$ cat config.mk
export PLATFORM = sky130hd
export DESIGN_NAME = jtag_bsr_ctrl
export DESIGN_NICKNAME = d
export VERILOG_FILES = /design/src/rtl/jtag_bsr_ctrl_pkg.sv /design/src/rtl/jtag_bsr_ctrl_cell.sv /design/src/rtl/jtag_bsr_ctrl.sv
export SDC_FILE = /design/constraint.sdc
export NUM_CORES = 1
export LEC_CHECK = 0
export CAP_MARGIN = 25
export CORE_ASPECT_RATIO = 1.75
export CORE_MARGIN = 2
export CORE_UTILIZATION = 52
export CTS_CLUSTER_SIZE = 14
export DETAILED_ROUTE_END_ITERATION = 10
export PLACE_DENSITY = 0.81
export SLEW_MARGIN = 20
export SYNTH_ARGS = -nofsm -noshare
export SYNTH_HDL_FRONTEND = slang
export SYNTH_HIERARCHICAL = 1
export SYNTH_SLANG_ARGS = --single-unit
export TNS_END_PERCENT = 50
$ cat constraint.sdc
create_clock -name tck_i -period 1.6 [get_ports tck_i]
set_clock_uncertainty 0.05 [all_clocks]
set_input_delay 0.4 -clock tck_i [delete_from_list [all_inputs] [get_ports tck_i]]
set_output_delay 0.4 -clock tck_i [all_outputs]
set_load 0.01 [all_outputs]
$ cat src/rtl/jtag_bsr_ctrl_pkg.sv
`default_nettype none
// ============================================================================
// Module      : bsr_pkg
// Description : Shared definitions for the boundary-scan register. Holds the
//               default pad counts, the pad-mux mode encoding and helpers that
//               give the chain slice bounds for a given pad configuration.
//               Chain layout, LSB first: IN[IN_LEN], OUT[N_GPIO], OE[N_GPIO].
// Revision    : 1.0 - initial release
// ============================================================================
package bsr_pkg;

    localparam int DEF_N_GPIO = 15;
    localparam int DEF_N_DIN  = 18;

    // Who drives the pads, as seen after the registered instruction decode.
    typedef enum logic [1:0] {
        MODE_FUNC   = 2'd0,
        MODE_EXTEST = 2'd1,
        MODE_INTEST = 2'd2
    } bsr_mode_e;

    function automatic int slice_in_hi(input int n_gpio, input int n_din);
        return n_gpio + n_din - 1;
    endfunction

    function automatic int slice_out_lo(input int n_gpio, input int n_din);
        return n_gpio + n_din;
    endfunction

    function automatic int slice_out_hi(input int n_gpio, input int n_din);
        return 2 * n_gpio + n_din - 1;
    endfunction

    function automatic int slice_oe_lo(input int n_gpio, input int n_din);
        return 2 * n_gpio + n_din;
    endfunction

    function automatic int slice_oe_hi(input int n_gpio, input int n_din);
        return 3 * n_gpio + n_din - 1;
    endfunction

    function automatic int chain_len(input int n_gpio, input int n_din);
        return 3 * n_gpio + n_din;
    endfunction

endpackage
`default_nettype wire

$ cat src/rtl/jtag_bsr_ctrl_cell.sv
`default_nettype none
// ============================================================================
// Module      : bsr_cell
// Description : One boundary-scan cell: a capture/shift flop and, when
//               HAS_UPDATE is set, an update latch loaded from it.
// Ports       : tck_i, test_logic_reset_i (async, active-high),
//               capture_en/capture_d, shift_en/shift_d, update_en,
//               shift_q (chain bit), upd_q (update latch, 0 if absent).
//               Enables arrive already qualified and prioritised.
// Revision    : 1.0 - initial release
// ============================================================================
module bsr_cell #(
    parameter bit HAS_UPDATE = 1'b1
) (
    input  logic tck_i,
    input  logic test_logic_reset_i,
    input  logic capture_en,
    input  logic capture_d,
    input  logic shift_en,
    input  logic shift_d,
    input  logic update_en,
    output logic shift_q,
    output logic upd_q
);

    always_ff @(posedge tck_i or posedge test_logic_reset_i) begin
        if (test_logic_reset_i) begin
            shift_q <= 1'b0;
        end else if (capture_en) begin
            shift_q <= capture_d;
        end else if (shift_en) begin
            shift_q <= shift_d;
        end
    end

    generate
        if (HAS_UPDATE) begin : g_upd
            always_ff @(posedge tck_i or posedge test_logic_reset_i) begin
                if (test_logic_reset_i) begin
                    upd_q <= 1'b0;
                end else if (update_en) begin
                    upd_q <= shift_q;
                end
            end
        end else begin : g_no_upd
            logic unused_update_en;
            assign unused_update_en = update_en;
            assign upd_q            = 1'b0;
        end
    endgenerate

endmodule
`default_nettype wire

$ cat src/rtl/jtag_bsr_ctrl.sv
`default_nettype none
// ============================================================================
// Module      : jtag_bsr_ctrl
// Description : Boundary-scan data register for SAMPLE/PRELOAD and EXTEST,
//               plus the pad output / output-enable mux between the core and
//               the update latches.
// Ports       : tck_i, test_logic_reset_i (async, active-high)
//               capture_dr_i, shift_dr_i, update_dr_i  - TAP DR strobes
//               extest_select_i, sample_preload_select_i - instruction decode
//               tdi_i / tdo_o                           - serial chain
//               pad_in_i [IN_LEN], core_out_i/core_oe_i [N_GPIO]
//               pad_out_o/pad_oe_o [N_GPIO], extest_active_o
// Option      : BSR_INTEST_EN adds intest_select_i, core_in_o and an update
//               stage on the IN cells.
// Revision    : 1.0 - initial release
// ============================================================================
module jtag_bsr_ctrl
    import bsr_pkg::*;
#(
    parameter int N_GPIO = DEF_N_GPIO,
    parameter int N_DIN  = DEF_N_DIN
) (
    input  logic                     tck_i,
    input  logic                     test_logic_reset_i,
    input  logic                     capture_dr_i,
    input  logic                     shift_dr_i,
    input  logic                     update_dr_i,
    input  logic                     extest_select_i,
    input  logic                     sample_preload_select_i,
    input  logic                     tdi_i,
    output logic                     tdo_o,
    input  logic [N_GPIO+N_DIN-1:0]  pad_in_i,
    input  logic [N_GPIO-1:0]        core_out_i,
    input  logic [N_GPIO-1:0]        core_oe_i,
`ifdef BSR_INTEST_EN
    input  logic                     intest_select_i,
    output logic [N_GPIO+N_DIN-1:0]  core_in_o,
`endif
    output logic [N_GPIO-1:0]        pad_out_o,
    output logic [N_GPIO-1:0]        pad_oe_o,
    output logic                     extest_active_o
);

    localparam int IN_LEN       = N_GPIO + N_DIN;
    localparam int L            = chain_len(N_GPIO, N_DIN);
    localparam int SLICE_IN_LO  = 0;
    localparam int SLICE_IN_HI  = slice_in_hi(N_GPIO, N_DIN);
    localparam int SLICE_OUT_LO = slice_out_lo(N_GPIO, N_DIN);
    localparam int SLICE_OUT_HI = slice_out_hi(N_GPIO, N_DIN);
    localparam int SLICE_OE_LO  = slice_oe_lo(N_GPIO, N_DIN);
    localparam int SLICE_OE_HI  = slice_oe_hi(N_GPIO, N_DIN);

    logic              sel;
    logic              capture_en;
    logic              shift_en;
    logic              update_en;
    logic              intest_active;
    logic [IN_LEN-1:0] in_capture;
    logic [L-1:0]      chain;
    logic [L-1:0]      shift_src;
    logic [L-1:0]      capture_vec;
    logic [L-1:0]      upd_vec;
    bsr_mode_e         mode;

`ifdef BSR_INTEST_EN
    localparam bit IN_HAS_UPD = 1'b1;
    logic [IN_LEN+2*N_GPIO-1:0] intest_cap_wide;
    logic                       unused_intest_cap_hi;

    assign sel = extest_select_i | sample_preload_select_i | intest_select_i;

    always_ff @(posedge tck_i or posedge test_logic_reset_i) begin
        if (test_logic_reset_i) begin
            intest_active <= 1'b0;
        end else begin
            intest_active <= intest_select_i;
        end
    end

    // Core outputs are zero-extended (or truncated) to the IN slice width.
    assign intest_cap_wide      = {{IN_LEN{1'b0}}, core_oe_i, core_out_i};
    assign unused_intest_cap_hi = ^intest_cap_wide[IN_LEN+2*N_GPIO-1:IN_LEN];
    assign in_capture = intest_active ? intest_cap_wide[IN_LEN-1:0] : pad_in_i;
    assign core_in_o  = intest_active ? upd_vec[SLICE_IN_HI:SLICE_IN_LO] : pad_in_i;
`else
    localparam bit IN_HAS_UPD = 1'b0;
    logic unused_upd_in;

    assign sel           = extest_select_i | sample_preload_select_i;
    assign intest_active = 1'b0;
    assign in_capture    = pad_in_i;
    assign unused_upd_in = ^upd_vec[SLICE_IN_HI:SLICE_IN_LO];
`endif

    // Overlapping strobes are illegal from the TAP; resolve them as
    // capture > shift > update so the result is still deterministic.
    assign capture_en = sel & capture_dr_i;
    assign shift_en   = sel & shift_dr_i & ~capture_dr_i;
    assign update_en  = sel & update_dr_i & ~capture_dr_i & ~shift_dr_i;

    assign shift_src   = {tdi_i, chain[L-1:1]};
    assign capture_vec = {pad_oe_o, pad_out_o, in_capture};
    assign tdo_o       = chain[0];

    generate
        for (genvar i = 0; i < L; i++) begin : g_chain
            bsr_cell #(
                .HAS_UPDATE((i >= SLICE_OUT_LO) ? 1'b1 : IN_HAS_UPD)
            ) u_cell (
                .tck_i              (tck_i),
                .test_logic_reset_i (test_logic_reset_i),
                .capture_en         (capture_en),
                .capture_d          (capture_vec[i]),
                .shift_en           (shift_en),
                .shift_d            (shift_src[i]),
                .update_en          (update_en),
                .shift_q            (chain[i]),
                .upd_q              (upd_vec[i])
            );
        end
    endgenerate

    // Registered select keeps the pads glitch-free while the IR changes.
    always_ff @(posedge tck_i or posedge test_logic_reset_i) begin
        if (test_logic_reset_i) begin
            extest_active_o <= 1'b0;
        end else begin
            extest_active_o <= extest_select_i;
        end
    end

    always_comb begin
        mode = MODE_FUNC;
        if (intest_active) begin
            mode = MODE_INTEST;
        end
        if (extest_active_o) begin
            mode = MODE_EXTEST;
        end
    end

    always_comb begin
        pad_out_o = core_out_i;
        pad_oe_o  = core_oe_i;
        case (mode)
            MODE_EXTEST: begin
                pad_out_o = upd_vec[SLICE_OUT_HI:SLICE_OUT_LO];
                pad_oe_o  = upd_vec[SLICE_OE_HI:SLICE_OE_LO];
            end
            MODE_INTEST: begin
                pad_oe_o  = '0;
            end
            default: begin
            end
        endcase
    end

endmodule
`default_nettype wire

# == After elaboration in Yosys (flattened, before gate mapping) ==
# Cells that the tools add are included.
# totals
register_bits,94
in_bits,71
out_inout_bits,32
# classes
reduce_logical,1
n_mux,129
bitwise_logic,9
eq_ne,2
# ops
cell,count
1-bit 2-to-1 mux,127
15-bit case mux with 2 select lines,1
15-bit 2-to-1 mux,1
1-bit AND,6
1-bit by 2-bit == test with 1-bit output (second input constant),1
1-bit inverter,2
2-bit nonzero test,1
1-bit == test (second input constant),1
1-bit OR,1

# == Depth between registers and ports, before layout ==
# Gate-level depths: netlist of the first run.
# logic_depth
ltp_word,5
depth_mapped,4
mapped_depth_nobuf,4

# == Modules after synthesis ==
# The synthesis of the first run kept the hierarchy.
# modules_own_cells
mod,area_each_um2,cells_each,n_inst,seq_area_each_um2
bsr_cell (g_chain[33].u_cell ...),87.6,7,30,50.0
bsr_cell (g_chain[0].u_cell ...),58.8,7,33,25.0
jtag_bsr_ctrl,539.3,39,1,25.0

# == Least setup slack after synthesis of the first run ==
# No wires, ideal clock.
# synth_path
path_kind,input-to-reg
from,input port sample_preload_select_i
to,register g_chain[0].u_cell.shift_q
path_buffers,0
arrival_time_ns,7.562
stages,4
path_slack_ns,-6.334
required_time_ns,1.228
path_cell_list,nor2_1 nor3b_1 mux2i_1 o21ai_1
# synth_via
elab_chain_len,4
elab_cells_between_ends,6
cone_classes,1 x mux; 4 x bitwise; 1 x reduce/logical
# synth_lines
element,line,text
start: declaration,jtag_bsr_ctrl.sv:29,"input logic sample_preload_select_i,"
1-bit OR,jtag_bsr_ctrl.sv:89,assign sel = extest_select_i | sample_preload_select_i;
1-bit AND (2 in series),jtag_bsr_ctrl.sv:98,assign shift_en = sel & shift_dr_i & ~capture_dr_i;
net shift_en,jtag_bsr_ctrl.sv:55,logic shift_en;
2-bit nonzero test (no source line),-,
end signal: assignment,jtag_bsr_ctrl_cell.sv:30,shift_q <= capture_d;
end signal: assignment,jtag_bsr_ctrl_cell.sv:32,shift_q <= shift_d;
end: declaration,jtag_bsr_ctrl_cell.sv:22,"output logic shift_q,"
# The timed path passes the listed nets, and every way through them passes these cells.
# A chain may end at the register's enable or synchronous reset.

# == Final worst setup path of the first run ==
# layout_path
from,register extest_active_o
to,output port pad_oe_o[5]
# layout_via
elab_chain_len,3
elab_cells_between_ends,4
cone_classes,2 x eq/ne; 2 x mux
# layout_lines
element,line,text
start: declaration,jtag_bsr_ctrl.sv:41,output logic extest_active_o
start signal: assignment,jtag_bsr_ctrl.sv:128,extest_active_o <= extest_select_i;
1-bit 2-to-1 mux *,jtag_bsr_ctrl.sv:137,if (extest_active_o) begin
1-bit by 2-bit == test with 1-bit output / 1-bit == test (equally long branches),jtag_bsr_ctrl.sv:145,case (mode)
15-bit case mux with 2 select lines *,jtag_bsr_ctrl.sv:145,
end: declaration,jtag_bsr_ctrl.sv:40,"output logic [N_GPIO-1:0] pad_oe_o,"
# Mark *: on every way between the ends. The rest lies on a longest branch, timed or not.

==> impl_metrics.py, run 1 <==
metrics = {
    "outcome": {
        "status": "finished, violations left",
        "violations": "setup timing",
    },
    "die": {
        "die_area_sq_um": 9917,
        "placementRows": 46,
        "pin_count": 103,
        "initial_core_util_pct": 52.75,
        "die_width_um": 76.14,
        "fp.dieH_um": 130.2,
        "coreArea_sq_um": 8979,
    },
    "critical_path": {
        "ff2ff_setup_slack_ps": -60,
        "end_kind": "primary output",
        "r2r_cells": 8,
        "worst-path-max-fanout": 5,
        "crit_path_start_kind": "flip-flop",
        "reg2reg_to": "g_chain[52].u_cell/shift_q",
        "reg2reg_from": "extest_active_o",
        "crit_type": "reg2out",
        "cp.arrival_ps": 1500,
        "critPathRequiredTime_ps": 1150,
    },
    "pwr": {
        "vdd_ir_drop_max_uv": 859.9,
        "p_per_area_nw_per_um2": 1171,
        "p_leak_nw": 3.272,
        "total_power_w": 0.007951,
    },
    "timing": {
        "fin_crit_ps": 1949,
        "maxSlewHeadroom_pct": 65.38,
        "final_hold_viol_count": 0,
        "fin_hold_ws_ps": 69.89,
        "clock.fmax_mhz": 513.1,
        "setup_viol": 32,
        "tightestPinTransition_ps": 519.3,
        "setup_ws_ps": -349.1,
        "maxSlewViolCount": 0,
        "rsz0062_at_grt": "yes",
        "fin_crit_sh_pct": 121.8,
    },
    "clock_network": {
        "cts_tree": "done",
        "clk_latency_ps": 340,
        "cts_buffers": 9,
        "cts.hold.buffers_added": 0,
        "root_buffer": "clkbuf_16",
        "clock-sinks": 94,
        "htreeDepth": 3,
        "clk_path_buf_depth": 2,
        "clk_pin_slew_ps": 70,
    },
    "global_routing": {
        "grt_pass1_vias": 3946,
        "grtUsageMet2_pct": 43.75,
        "grt_pass1_wl_mm": 19.00,
        "grtUsageMet3_pct": 3.112,
        "busiest_layer": "met2",
        "grt.total_usage_pct": 24.24,
        "grt_max_degree": 58,
        "use_met1_pct": 28.10,
        "antenna_found_initial": 0,
        "grt_overflow": 0,
    },
    "place": {
        "dp_cells": 656,
        "io_buffers": 102,
        "placed_area_sq_um": 6233,
        "hpwl_mm": 7.549,
        "routabilityCongestion": 0.8301,
    },
    "logic_synthesis": {
        "yosys_warnings": 6,
        "syn_nets": 485,
        "postSynthCellCount": 414,
        "syn_area_per_cell_sq_um": 11.44,
        "syn-cell-area_sq_um": 4736,
    },
    "drt": {
        "dr.pass1.iters": 4,
        "vias_per_cell": 5.249,
        "drtAntennaViolNets": 0,
        "via_count": 3627,
        "wire_per_inst_um": 16.77,
        "drc": 0,
        "first_iter_violations": 255,
        "routed_wl_mm": 11.59,
    },
    "final_layout": {
        "instances_no_fill": 691,
        "nNetsFinal": 637,
        "nFillCells": 589,
        "drive_above_1_share_pct": 28.20,
        "postLayoutCellArea_sq_um": 6792,
        "diodes": 0,
        "fin_util_pct": 75.64,
        "syn2layout_area_growth_pct": 43.41,
    },
    "flow_run": {
        "cap_viol_max_count": 0,
    },
    "hold_path": {
        "hp-class": "in2async",
    },
}
## area by class of cell
| cell class | count | area [sq um] | area share, % |
|---|---|---|---|
| flip-flops and latches | 94 | 2354 | 34.65 |
| multi-input cells | 253 | 2171 | 31.96 |
| repair buffers | 144 | 1575 | 23.19 |
| clock buffers | 11 | 242.7 | 3.574 |
| inverters | 64 | 240.2 | 3.537 |
| well taps | 120 | 150.1 | 2.211 |
| clock inverters | 5 | 58.81 | 0.8659 |
## how the worst max path moves through the flow
stage	start	to	slack [ps]	cells past startpoint
floorplan	sample_preload_select_i	g_chain[0].u_cell/shift_q	-1820	4
finish	extest_active_o	pad_oe_o[5]	-350	4
global route	extest_active_o	pad_oe_o[5]	-390	4
global placement	core_oe_i[2]	pad_oe_o[2]	-440	3
detailed placement	extest_select_i	g_chain[38].u_cell/upd_q	-490	5
CTS	extest_active_o	pad_out_o[1]	-370	4
## metal layers
metal  routed length [um]  vias to the layer above
met4                  359                        0
met2                 6292                      115
li1                     -                     1686
met5                    0                        -
met3                  406                       31
met1                 4529                     1795
## worst max-delay path, stage by stage, from the launching register on
cell and delay, ps:
dfrtp_2 460, buf_6 140, buf_8 130, mux2_4 310, buf_6 120
## layout by cell type (no fill, tap or decap), types with 4 or more instances in the layout
master,instances
clkbuf_16,9
nand2_1,61
clkdlybuf4s50_1,65
mux2i_1,61
buf_4,20
dfrtp_1,93
inv_1,64
buf_12,11
dlygate4sd2_1,4
o21ai_1,61
mux2_4,60
buf_6,39
## metrics by stage
stage                     setup TNS [ps]  setup slack [ps]
after floorplan                  -142340             -1818
after global placement            -49980            -442.4
after detailed placement          -54220            -487.8
after CTS                         -10700            -366.5
after global routing              -10190            -386.7
final                              -8653            -349.1
## power breakdown
| part | switching, W | total [W] | internal [W] |
|---|---|---|---|
| Sequential | 0.000457 | 0.00340 | 0.00295 |
| Combinational | 0.000887 | 0.00242 | 0.00153 |
| Clock | 0.000878 | 0.00213 | 0.00125 |
## state kept, by name, indices dropped and copies added, names as in the netlist
register	cells
extest_active_o	1
g_chain.u_cell/shift_q	63
g_chain.u_cell/upd_q	30
## what timing repair did
item / 4_1_cts / 5_1_grt
buffers inserted: 12 / 6
gates resized for setup: 172 / 11
gates cloned: 4 / 0
pin swaps: 1 / 2
setup endpoints to repair: 124 / 104
(Power assumes the default switching activity.)
==> run 2: changes to the inputs <==
CORE_ASPECT_RATIO = not set   (was 1.75)
==> impl_metrics.py, run 2 (synthesis results as in run 1) <==
metrics = {
    "outcome": {
        "status": "finished, violations left",
        "violations": "setup timing",
    },
    "final_layout": {
        "top_register": "g_chain.u_cell/shift_q",
        "largest_reg_flops": 63,
        "final_common_cell": "dfrtp_1",
        "instances_no_fill": 688,
        "drive_above_1_share_pct": 29.31,
        "nNetsFinal": 646,
        "nFillCells": 568,
        "largestRegisters": "g_chain.u_cell/shift_q: 63 flops, g_chain.u_cell/upd_q: 30 flops, extest_active_o: 1 flops",
        "layout_common_cells": "93 x dfrtp_1, 65 x clkdlybuf4s50_1, 64 x inv_1",
        "diodes": 0,
        "syn2layout_area_growth_pct": 43.91,
    },
    "critical_path": {
        "ff2ff_setup_slack_ps": 20,
        "crit_path_start_kind": "flip-flop",
        "end_kind": "primary output",
        "reg2reg_to": "g_chain[33].u_cell/shift_q",
        "worst-path-max-fanout": 5,
        "critPathRequiredTime_ps": 1150,
        "reg2reg_from": "extest_active_o",
        "crit_type": "reg2out",
        "cp.arrival_ps": 1550,
        "r2r_cells": 7,
    },
    "flow_run": {
        "cap_viol_max_count": 0,
    },
    "timing": {
        "maxSlewViolCount": 0,
        "rsz0062_at_grt": "yes",
        "fin_crit_ps": 2001,
        "fin_crit_sh_pct": 125.0,
        "tightestPinTransition_ps": 631.6,
        "clock.fmax_mhz": 499.8,
        "setup_viol": 31,
        "maxSlewHeadroom_pct": 57.89,
        "setup_ws_ps": -400.7,
        "fin_hold_ws_ps": 86.73,
        "final_hold_viol_count": 0,
    },
    "drt": {
        "drc": 0,
        "wire_per_inst_um": 17.26,
        "routed.top_layer": "met4",
        "vias_per_cell": 5.215,
        "wl_met1_mm": 5.134,
        "dr.pass1.iters": 4,
        "dr_wl_met2_mm": 6.065,
        "via_count": 3588,
        "route.met3.wl_um": 567,
        "drtAntennaViolNets": 0,
        "first_iter_violations": 109,
        "routed_wl_mm": 11.88,
    },
    "global_routing": {
        "grt_pass1_wl_mm": 19.06,
        "grt.total_usage_pct": 24.44,
        "grt_overflow": 0,
        "antenna_found_initial": 0,
        "grt_max_degree": 36,
        "grt_pass1_vias": 3914,
    },
    "place": {
        "place_ws_ps": -543.9,
        "io_buffers": 102,
        "hpwl_mm": 8.041,
        "dp_cells": 655,
        "routabilityCongestion": 0.8041,
    },
    "clock_network": {
        "clk_path_buf_depth": 2,
        "clk_latency_ps": 360,
        "clock-sinks": 94,
        "clk_pin_slew_ps": 100,
        "htreeDepth": 3,
        "cts_buffers": 9,
        "cts_tree": "done",
        "root_buffer": "clkbuf_8",
    },
    "die": {
        "pin_count": 103,
        "placementRows": 34,
        "die_width_um": 99.43,
        "coreArea_sq_um": 8763,
        "initial_core_util_pct": 54.04,
        "fp.dieH_um": 99.43,
        "die_area_sq_um": 9886,
    },
    "pwr": {
        "p_per_area_nw_per_um2": 1088,
        "vdd_ir_drop_max_uv": 723.4,
        "p_leak_nw": 3.310,
    },
    "hold_path": {
        "hp-class": "in2async",
    },
}
## run 2: cell types whose count changed in the layout (fill, tap and decap cells not counted), moves of 2 or more
cell / previous run / this run
buf_12: 11 / 18
buf_4: 20 / 23
clkbuf_2: 1 / 3
buf_2: 1 / 7
clkbuf_8: 1 / 9
clkbuf_16: 9 / 1
dlygate4sd2_1: 4 / 2
buf_6: 39 / 30
## run 2: worst max-delay path by stage
stage / start / to / cells after the start
3_3_place_gp: core_oe_i[1] / pad_oe_o[1] / 3
4_1_cts: extest_active_o / pad_out_o[14] / 4
5_1_grt: extest_active_o / pad_oe_o[0] / 4
6_report: extest_active_o / pad_oe_o[0] / 4
2_1_floorplan: sample_preload_select_i / g_chain[0].u_cell/shift_q / 4
3_5_place_dp: capture_dr_i / g_chain[37].u_cell/shift_q / 7
## run 2: critical path: stages (launching register included)
cell and delay, ps:
dfrtp_2 450, buf_12 160, clkbuf_16 150, mux2_4 310, buf_6 130
## run 2: through the flow
step / setup TNS (ps) / total power (W) / instance area (sq um) / util, %
final: -11560 / 0.007412 / 6815 / 77.77
after global routing: -13250 / 0.007779 / 6815 / 77.77
after detailed placement: -55850 / 0.005672 / 6364 / 72.62
after global placement: -50760 / 0.005544 / 6364 / 72.62
after floorplan: -142340 / 0.004618 / 4772 / -
after CTS: -11400 / 0.007345 / 6759 / 77.13
## run 2: what timing repair did
action | 4_1_cts | 5_1_grt
gates resized for setup | 159 | 12
endpoints found under the setup margin | 122 | 69
setup buffers | 8 | 4
endpoints found under the hold margin | 0 | 0
pin swaps | 1 | 3
gates cloned | 4 | 1
hold buffers | 0 | 0
## run 2: routing by layer
metal | vias to the layer above | global-route usage (%)
met3 | 10 | 5.060
met2 | 98 | 41.94
met1 | 1781 | 32.26
li1 | 1699 | -
met5 | - | 0
met4 | 0 | 5.374
## run 2: report_power, final
| part | internal [W] | switching (W) |
|---|---|---|
| sequential | 0.00294 | 0.000447 |
| clock | 0.000725 | 0.000859 |
| combinational | 0.00154 | 0.000896 |
## run 2: area by class of cell
cell class	count	area, sq um	area share (%)
inverter	64	240.2	3.525
sequential	94	2354	34.53
timing repair buffer	153	1729	25.37
multi-input combinational	253	2161	31.71
clock inverter	7	72.57	1.065
clock buffer	9	123.9	1.818
tap	108	135.1	1.983
